==> src/rtl/rom_reader.sv <==
// rom_reader -- burst fetch engine in front of a synchronous ROM (one-cycle
// read latency). A start pulse reads `length` consecutive words from
// `base_addr`. Each word is truncated to DATA_WIDTH bits and delivered in
// order on a valid/ready stream. A 4-entry FIFO lets the stream run at full
// rate under backpressure.
//
// Build option: define ROM_READER_WRAP_EN so that addresses wrap modulo DEPTH.
// Without it, a request that runs past the end of the ROM is rejected and
// `err` pulses together with `done`.
//
// Ports:
//   clk, rst            clock, synchronous active-high reset
//   start               request pulse, sampled only when idle
//   base_addr, length   request parameters; length is clamped to DEPTH
//   busy, done, err     transfer status; done and err are single-cycle pulses
//   start_rom, rom_addr registered ROM read enable and address
//   rom_data            ROM output; only the low DATA_WIDTH bits are used
//   out_data, out_valid, out_ready   output stream (head of the FIFO)
module rom_reader #(
  parameter int DATA_WIDTH = 8,
  parameter int DEPTH      = 8,
  localparam int ADDR_WIDTH = $clog2(DEPTH),
  localparam int LEN_WIDTH  = $clog2(DEPTH + 1)
) (
  input  logic                  clk,
  input  logic                  rst,
  input  logic                  start,
  input  logic [ADDR_WIDTH-1:0] base_addr,
  input  logic [LEN_WIDTH-1:0]  length,
  output logic                  busy,
  output logic                  done,
  output logic                  err,
  output logic                  start_rom,
  output logic [ADDR_WIDTH-1:0] rom_addr,
  input  logic [31:0]           rom_data,
  output logic [DATA_WIDTH-1:0] out_data,
  output logic                  out_valid,
  input  logic                  out_ready
);

  typedef enum logic [1:0] {IDLE, FETCH, DRAIN, FIN} state_e;

  state_e                state_q;
  logic [ADDR_WIDTH-1:0] addr_q;
  logic [LEN_WIDTH-1:0]  remain_q;
  logic                  pend_q;
  logic                  start_rom_q;
  logic [ADDR_WIDTH-1:0] rom_addr_q;
  logic                  busy_q, done_q, err_q, rej_q;

  logic [DATA_WIDTH-1:0] mem_q [4];
  logic [1:0]            wr_q, rd_q;
  logic [2:0]            cnt_q, cnt_d;

  logic [LEN_WIDTH-1:0]  len_clamp;
  logic                  req_bad;
  logic                  push, pop, credit_ok, drained;

  // Upper ROM bits are intentionally dropped.
  logic unused_rom_bits;
  assign unused_rom_bits = ^rom_data[31:DATA_WIDTH];

  function automatic logic [ADDR_WIDTH-1:0] next_addr(input logic [ADDR_WIDTH-1:0] a);
    return (a == ADDR_WIDTH'(DEPTH - 1)) ? '0 : a + 1'b1;
  endfunction

  assign len_clamp = (length > LEN_WIDTH'(DEPTH)) ? LEN_WIDTH'(DEPTH) : length;

`ifdef ROM_READER_WRAP_EN
  assign req_bad = 1'b0;
`else
  assign req_bad = (32'(base_addr) + 32'(len_clamp)) > 32'(DEPTH);
`endif

  assign push = pend_q;
  assign pop  = (cnt_q != 3'd0) && out_ready;

  // Credit covers words already queued, the read in flight at the ROM and the
  // word arriving this cycle, so the FIFO can never overflow.
  assign credit_ok = (cnt_q + {2'b00, start_rom_q} + {2'b00, pend_q}) < 3'd4;

  always_comb begin
    cnt_d = cnt_q;
    if (push && !pop)      cnt_d = cnt_q + 3'd1;
    else if (!push && pop) cnt_d = cnt_q - 3'd1;
  end

  // Leaving DRAIN looks at the post-edge FIFO count so that done follows the
  // last accept by exactly one cycle.
  assign drained = !pend_q && !start_rom_q && (cnt_d == 3'd0);

  always_ff @(posedge clk) begin
    if (rst) begin
      state_q     <= IDLE;
      addr_q      <= '0;
      remain_q    <= '0;
      pend_q      <= 1'b0;
      start_rom_q <= 1'b0;
      rom_addr_q  <= '0;
      busy_q      <= 1'b0;
      done_q      <= 1'b0;
      err_q       <= 1'b0;
      rej_q       <= 1'b0;
      wr_q        <= '0;
      rd_q        <= '0;
      cnt_q       <= '0;
      for (int unsigned i = 0; i < 4; i++) mem_q[i] <= '0;
    end else begin
      pend_q      <= start_rom_q;
      start_rom_q <= 1'b0;

      if (push) begin
        mem_q[wr_q] <= rom_data[DATA_WIDTH-1:0];
        wr_q        <= wr_q + 2'd1;
      end
      if (pop) rd_q <= rd_q + 2'd1;
      cnt_q <= cnt_d;

      case (state_q)
        IDLE: begin
          if (start) begin
            busy_q <= 1'b1;
            rej_q  <= req_bad;
            if (req_bad || (len_clamp == '0)) begin
              state_q <= FIN;
            end else begin
              // First read goes out on the accepting edge itself.
              start_rom_q <= 1'b1;
              rom_addr_q  <= base_addr;
              addr_q      <= next_addr(base_addr);
              remain_q    <= len_clamp - LEN_WIDTH'(1);
              state_q     <= (len_clamp == LEN_WIDTH'(1)) ? DRAIN : FETCH;
            end
          end
        end
        FETCH: begin
          if (credit_ok) begin
            start_rom_q <= 1'b1;
            rom_addr_q  <= addr_q;
            addr_q      <= next_addr(addr_q);
            remain_q    <= remain_q - LEN_WIDTH'(1);
            if (remain_q == LEN_WIDTH'(1)) state_q <= DRAIN;
          end
        end
        DRAIN: begin
          if (drained) begin
            state_q <= FIN;
            done_q  <= 1'b1;
            err_q   <= rej_q;
            busy_q  <= 1'b0;
          end
        end
        FIN: begin
          // Entered from IDLE with done low (no-read requests) or from DRAIN
          // with done already raised; either way done pulses exactly once.
          if (done_q) begin
            done_q  <= 1'b0;
            err_q   <= 1'b0;
            state_q <= IDLE;
          end else begin
            done_q <= 1'b1;
            err_q  <= rej_q;
            busy_q <= 1'b0;
          end
        end
        default: state_q <= IDLE;
      endcase
    end
  end

  assign busy      = busy_q;
  assign done      = done_q;
  assign err       = err_q;
  assign start_rom = start_rom_q;
  assign rom_addr  = rom_addr_q;
  assign out_data  = mem_q[rd_q];
  assign out_valid = (cnt_q != 3'd0);

endmodule

==> config.mk <==
export PLATFORM = sky130hd
export DESIGN_NAME = rom_reader
export DESIGN_NICKNAME = d
export VERILOG_FILES = /design/src/rtl/rom_reader.sv
export SDC_FILE = /design/constraint.sdc
export NUM_CORES = 1
export LEC_CHECK = 0
export CAP_MARGIN = 30
export CELL_PAD_IN_SITES_DETAIL_PLACEMENT = 2
export CELL_PAD_IN_SITES_GLOBAL_PLACEMENT = 2
export CORE_MARGIN = 2
export CORE_UTILIZATION = 36
export DETAILED_ROUTE_END_ITERATION = 10
export PLACE_DENSITY_LB_ADDON = 0.1
export SLEW_MARGIN = 20
export SYNTH_ARGS = -nofsm -noshare
export SYNTH_HDL_FRONTEND = slang
export SYNTH_SLANG_ARGS = --single-unit
==> constraint.sdc <==
create_clock -name clk -period 7.7 [get_ports clk]
set_input_delay 0.77 -clock clk [delete_from_list [all_inputs] [get_ports clk]]
set_output_delay 0.77 -clock clk [all_outputs]
set_load 0.05 [all_outputs]
* Word-level counts from Yosys, hierarchy flattened
Memories as Yosys holds them, arrays and structs flattened. A register that Yosys moved wholly into a read port is not among the register bits.
Index checks and enable logic that the tools add are counted.
** Word-level totals
- Memories :: 1
- Output and inout port bits :: 16
- Logic and storage cells :: 113
- Input port bits :: 43
- Bits in writable memories :: 32
- Register bits :: 25
** Memories
- mem_q :: depth 4, width 8, rd ports 1, clocked after memory_dff 1, wr ports 4, RTL line 51 : logic [DATA_WIDTH-1:0] mem_q [4];
** Operators by class
- Add/sub/neg operators :: 11
- $lt $le $gt $ge :: 3
- Reductions and logical operators :: 22
- Eq/ne operators :: 14
- Mux-type cells :: 49
** Operators with widths (count)
- 3-bit two-way mux :: 10
- 2-bit two-way mux :: 10
- 1-bit two-way mux :: 16
- 4-bit two-way mux :: 4
- 2-bit inequality test (second input constant) :: 7
- 3-bit case mux with 2 select lines :: 2
- 3-bit by 1-bit adder with 3-bit output (second input constant) :: 3
- 4-bit by 1-bit equality test with 1-bit output (second input constant) :: 2
- 8-bit two-way mux :: 1
- 2-bit case mux with 4 select lines :: 1
- 4-bit case mux with 2 select lines :: 1
- 4-bit AND reduction :: 2
- 8-bit OR reduction :: 1
- 4-bit by 1-bit subtractor with 4-bit output (second input constant) :: 2
- 3-bit by 1-bit adder with 3-bit output :: 2
- 3-bit equality test (second input constant) :: 2
- 1-bit case mux with 2 select lines :: 3
- 3-bit nonzero test :: 2
- 3-bit by 4-bit adder with 5-bit output :: 1
- 5-bit by 4-bit greater-than comparator with 1-bit output (second input constant) :: 1
- 1-bit logical AND :: 5
- 5-bit AND reduction :: 1
- 2-bit by 1-bit adder with 2-bit output (second input constant) :: 2
- 2-bit equality test (second input constant) :: 2
- 12 further kinds :: 16

* Logic depth before layout (Yosys ltp)
- Depth in word-level cells :: 9
- Depth in mapped cells :: 10
- Depth with buffers taken out :: 8

* Worst setup path before layout
Ideal clock, no wire load.
- Kind :: input to register
- Start :: input length[3]
- End :: register remain_q[1]
- Slack :: 4721 ps
- Stages on the path :: 10
- Data arrival time :: 2856 ps
- Required time :: 7577 ps
- Path buffers :: 2
- Setup time :: 123 ps
- Path through :: buf_2 -> nor2b_1 -> ha_1 -> ha_1 -> a21o_1 -> a2111oi_1 -> a211oi_2 -> o32a_1 -> buf_6 -> mux2i_1
** Between the ends
- Longest elaborated chain between the ends :: 7
- Elaborated cells on any way between the ends :: 12
- Those cells by class :: 2 x add/sub; 2 x order compare; 1 x eq/ne; 4 x mux; 3 x reduce/logical
** RTL lines
- start: declaration :: RTL line 29 : input logic [LEN_WIDTH-1:0] length,
- 4-bit greater-than comparator :: RTL line 67 : assign len_clamp = (length > LEN_WIDTH'(DEPTH)) ? LEN_WIDTH'(DEPTH) : length;
- 4-bit two-way mux (*) :: RTL line 67
- 3-bit by 4-bit adder with 5-bit output :: RTL line 72 : assign req_bad = (32'(base_addr) + 32'(len_clamp)) > 32'(DEPTH);
- 5-bit by 4-bit greater-than comparator with 1-bit output :: RTL line 72
- 1-bit logical OR :: RTL line 124 : if (req_bad || (len_clamp == '0)) begin
- 2-bit inequality test (no line)
- 4-bit AND reduction (no line)
- end signal: assignment :: RTL line 131 : remain_q <= len_clamp - LEN_WIDTH'(1);
- end signal: assignment :: RTL line 141 : remain_q <= remain_q - LEN_WIDTH'(1);
- end: declaration :: RTL line 45 : logic [LEN_WIDTH-1:0] remain_q;
Mark *: on every way between the ends. The rest lies on a longest branch, timed or not. The select of a mux whose other input is x is not followed.
A chain may end at the register's enable or synchronous reset.

* Final worst setup path
Same ends and word-level chain as after synthesis.

==> run_results.csv <==
group,metric,value,unit
drt,vias,2438,
timing,fmax,269,MHz
power,clockPowerShare,22.1,%
power,combPwrFrac,42.5,%
clocking,cts_buffers,9,
clocking,path_clk_slew,0.07,ns
cells_and_area,multi_input_area,1570,µm²
min_path,min-delay-path-class,"register to register",
clocking,cts_buffer_depth,2,
grt,gr-total-overflow,0,
floorplan,core-area,8680,µm²
drt,drt-total-wl,8280,µm
power,leakage,1.50,nW
logic_synthesis,avgSynthCellArea,10.5,µm²
setup_path,path_max_fanout,11,
min_path,holdPathStages,2,
logic_synthesis,seq_area_frac_synth,46.6,%
grt,antenna_found_initial,0,
logic_synthesis,synthFlopType,"edfxtp_1",
setup_path,critPathKind,"input port to register",
timing,slew_headroom,44.9,%
setup_path,r2r_start,"pend_q",
clocking,cts.sinks,59,
setup_path,worst_ep_required_time,7.90,ns
timing,finalMaxSlewViolations,0,
timing,final-setup-viol-count,0,
timing,min_period_over_period,48.3,%
power,max-vdd-ir-drop,0.150,mV
grt,grt_pass1_vias,2653,
place,gp_congestion,0.736,
place,dp_cells,438,
logic_synthesis,synth_fp_nets,370,
drt,antenna_left,0,
power,sequentialPowerShare,35.4,%
clocking,tritoncts,"done",
logic_synthesis,yosysMostFrequentCell,"nand2_1",
timing,worstMarginPinSlew,0.823,ns
cells_and_area,instances_no_fill,454,
power,switchingPower,494,µW
drt,drc_errors,0,
floorplan,start_util,37.1,%
logic_synthesis,yosysTopAreaCell,"edfxtp_1",
cells_and_area,drive_gt1_share,11.0,%
setup_path,critPathLaunch,"length[3]",
logic_synthesis,netlist_instances,307,
clocking,cts-root-buf,"clkbuf_8",
logic_synthesis,yosysWarnings,0,
drt,viasPerCell,5.37,
setup_path,critPathArrivalTime,3.92,ns
cells_and_area,fill_cells,923,
timing,rsz0062_at_grt,"false",
setup_path,endpoint,"remain_q[1]",
setup_path,reg2regPathDepth,6,
drt,dr.pass1.iters,4,
clocking,ctsHtreeMaxLevel,3,
grt,grtUsageTotal,18.5,%
power,swShare,39.9,%
grt,grt_pass1_wl,14000,µm
logic_synthesis,synthTopCellsByCount,"39 x nand2_1, 32 x edfxtp_1, 29 x nor2_1",
drt,routedWlPerCell,18.2,µm
timing,period_needed,3.72,ns
drt,drt-initial-drc-count,70,
setup_path,worst-r2r-setup-slack,5.12,ns
logic_synthesis,synth.top_cell.area_share,29.8,%
setup_path,cp-start-kind,"input port",
cells_and_area,regArea,1500,µm²
timing,fin_skew,0.00793,ns
place,dp_hpwl,6080,µm
logic_synthesis,synth_cell_type_count,53,
outcome,outcome,"completed",
power,p_int,745,µW
floorplan,die_y,98.6,µm
power,p_per_area,323,nW/µm²
floorplan,io_pins,59,
cells_and_area,syn_to_final_growth,19.3,%
cells_and_area,final_nets,404,
floorplan,die_x,98.6,µm
floorplan,fp.dieArea,9720,µm²
clocking,cts_hold_buf,0,
power,total_power,1.24,mW
logic_synthesis,ys_ff_latch,59,
grt,grt_start_max_net_pins,27,
logic_synthesis,netlist_area,3220,µm²
clocking,cts_setup_buffers,0,
logic_synthesis,synthArstFlopShare,0,%
clocking,insertion_delay,0.34,ns
timing,hold_viol,0,
floorplan,rows,34,
logic_synthesis,synth_area_leaders,"edfxtp_1 30%, dfxtp_1 17%, ha_1 7.8%",
cells_and_area,antennaDiodeCount,0,
clocking,postCtsResizedCells,0,
setup_path,end_kind,"register",
place,numPortBuffers,34,
run,drv_cap,0,
timing,tns,0,ns
setup_path,timing.rr.end,"rom_addr[1]",
logic_synthesis,synth_edf_count,32,
## registers in the layout, indices dropped and copies added, names as in the netlist, named ones only
signal and count:
mem_q 32, remain_q 4, addr_q 3, cnt_q 3
rom_addr 3, rd_q 2, state_q 2, wr_q 2
busy 1, done 1, err 1, pend_q 1
rej_q 1, start_rom 1
## layer usage
| layer | routed length [µm] | track usage [%] |
|---|---|---|
| met5 | 0 | 0 |
| met4 | 170 | 8.32 |
| met3 | 201 | 2.34 |
| met2 | 4030 | 31.4 |
| met1 | 3880 | 23.7 |
## logic make-up (layout without fill, tap and decap cells)
group | count (synthesis) | after routing | synth area share, %
compound gates | 53 | 53 | 12.8
xor+xnor | 8 | 8 | 2.18
fa+ha+maj | 21 | 21 | 8.12
buf+inv | 38 | 77 | 4.70
flops | 59 | 59 | 46.6
mux | 22 | 22 | 10.2
simple gates | 106 | 106 | 15.4
## worst min path at each step
stage	startpoint	to	slack, ns
after floorplan	rej_q	rej_q	0.44
after global placement	rom_addr[1]	rom_addr[1]	0.45
after detailed placement	err	err	0.45
after CTS	err	err	0.47
after global routing	err	err	0.50
final	err	err	0.46
## layout by cell type, fill, tap and decap left out, types with 3 or more instances in the layout
| cell type | n |
|---|---|
| mux2_2 | 6 |
| or2_2 | 3 |
| clkdlybuf4s50_1 | 34 |
| nor4_1 | 5 |
| a211oi_1 | 5 |
| nand3_1 | 3 |
| nor2_1 | 29 |
| edfxtp_1 | 32 |
| xor2_1 | 4 |
| nor2b_1 | 4 |
| a21oi_1 | 7 |
| o211ai_1 | 5 |
| o22ai_1 | 5 |
| o221ai_1 | 3 |
| mux4_2 | 8 |
| dfxtp_1 | 27 |
| xnor2_1 | 4 |
| nand2b_1 | 6 |
| o21ai_0 | 5 |
| inv_1 | 23 |
| nand2_1 | 39 |
| clkinv_1 | 3 |
| and2_1 | 8 |
| ha_1 | 20 |
| mux2i_1 | 8 |
| buf_4 | 3 |
| clkbuf_8 | 9 |
## power groups by stage
stage          Sequential [mW]  Clock (mW)  Combinational, mW
5_1_grt                  0.450       0.295              0.583
4_1_cts                  0.440       0.281              0.534
2_1_floorplan            0.449           0              0.379
3_3_place_gp             0.442           0              0.517
3_5_place_dp             0.446           0              0.531
6_report                 0.439       0.274              0.527
## worst max-delay path: stages
cell,delay [ns]
clkdlybuf4s50_1,0.71
nor2b_1,0.19
ha_1,0.26
ha_1,0.24
a21o_1,0.18
a2111oi_1,0.55
a211oi_2,0.24
o32a_1,0.58
mux2i_1,0.19
## cell type report
type,count,share of cell area (%)
Tap cell,108,3.52
Timing Repair Buffer,37,9.45
Clock buffer,10,3.32
Clock inverter,6,1.47
Multi-Input combinational cell,210,40.8
Inverter,24,2.35
Sequential cell,59,39.1
## through the flow
step	hold WS [ns]	setup WS, ns	util (%)	cell area, µm²
2_1_floorplan	0.437	4.72	-	3220
3_3_place_gp	0.446	3.71	42.1	3660
3_5_place_dp	0.455	3.63	42.1	3660
4_1_cts	0.466	3.96	44.2	3840
5_1_grt	0.497	3.70	44.2	3840
6_report	0.459	3.98	44.2	3840
Note: power is estimated with default switching activity, not from simulation.
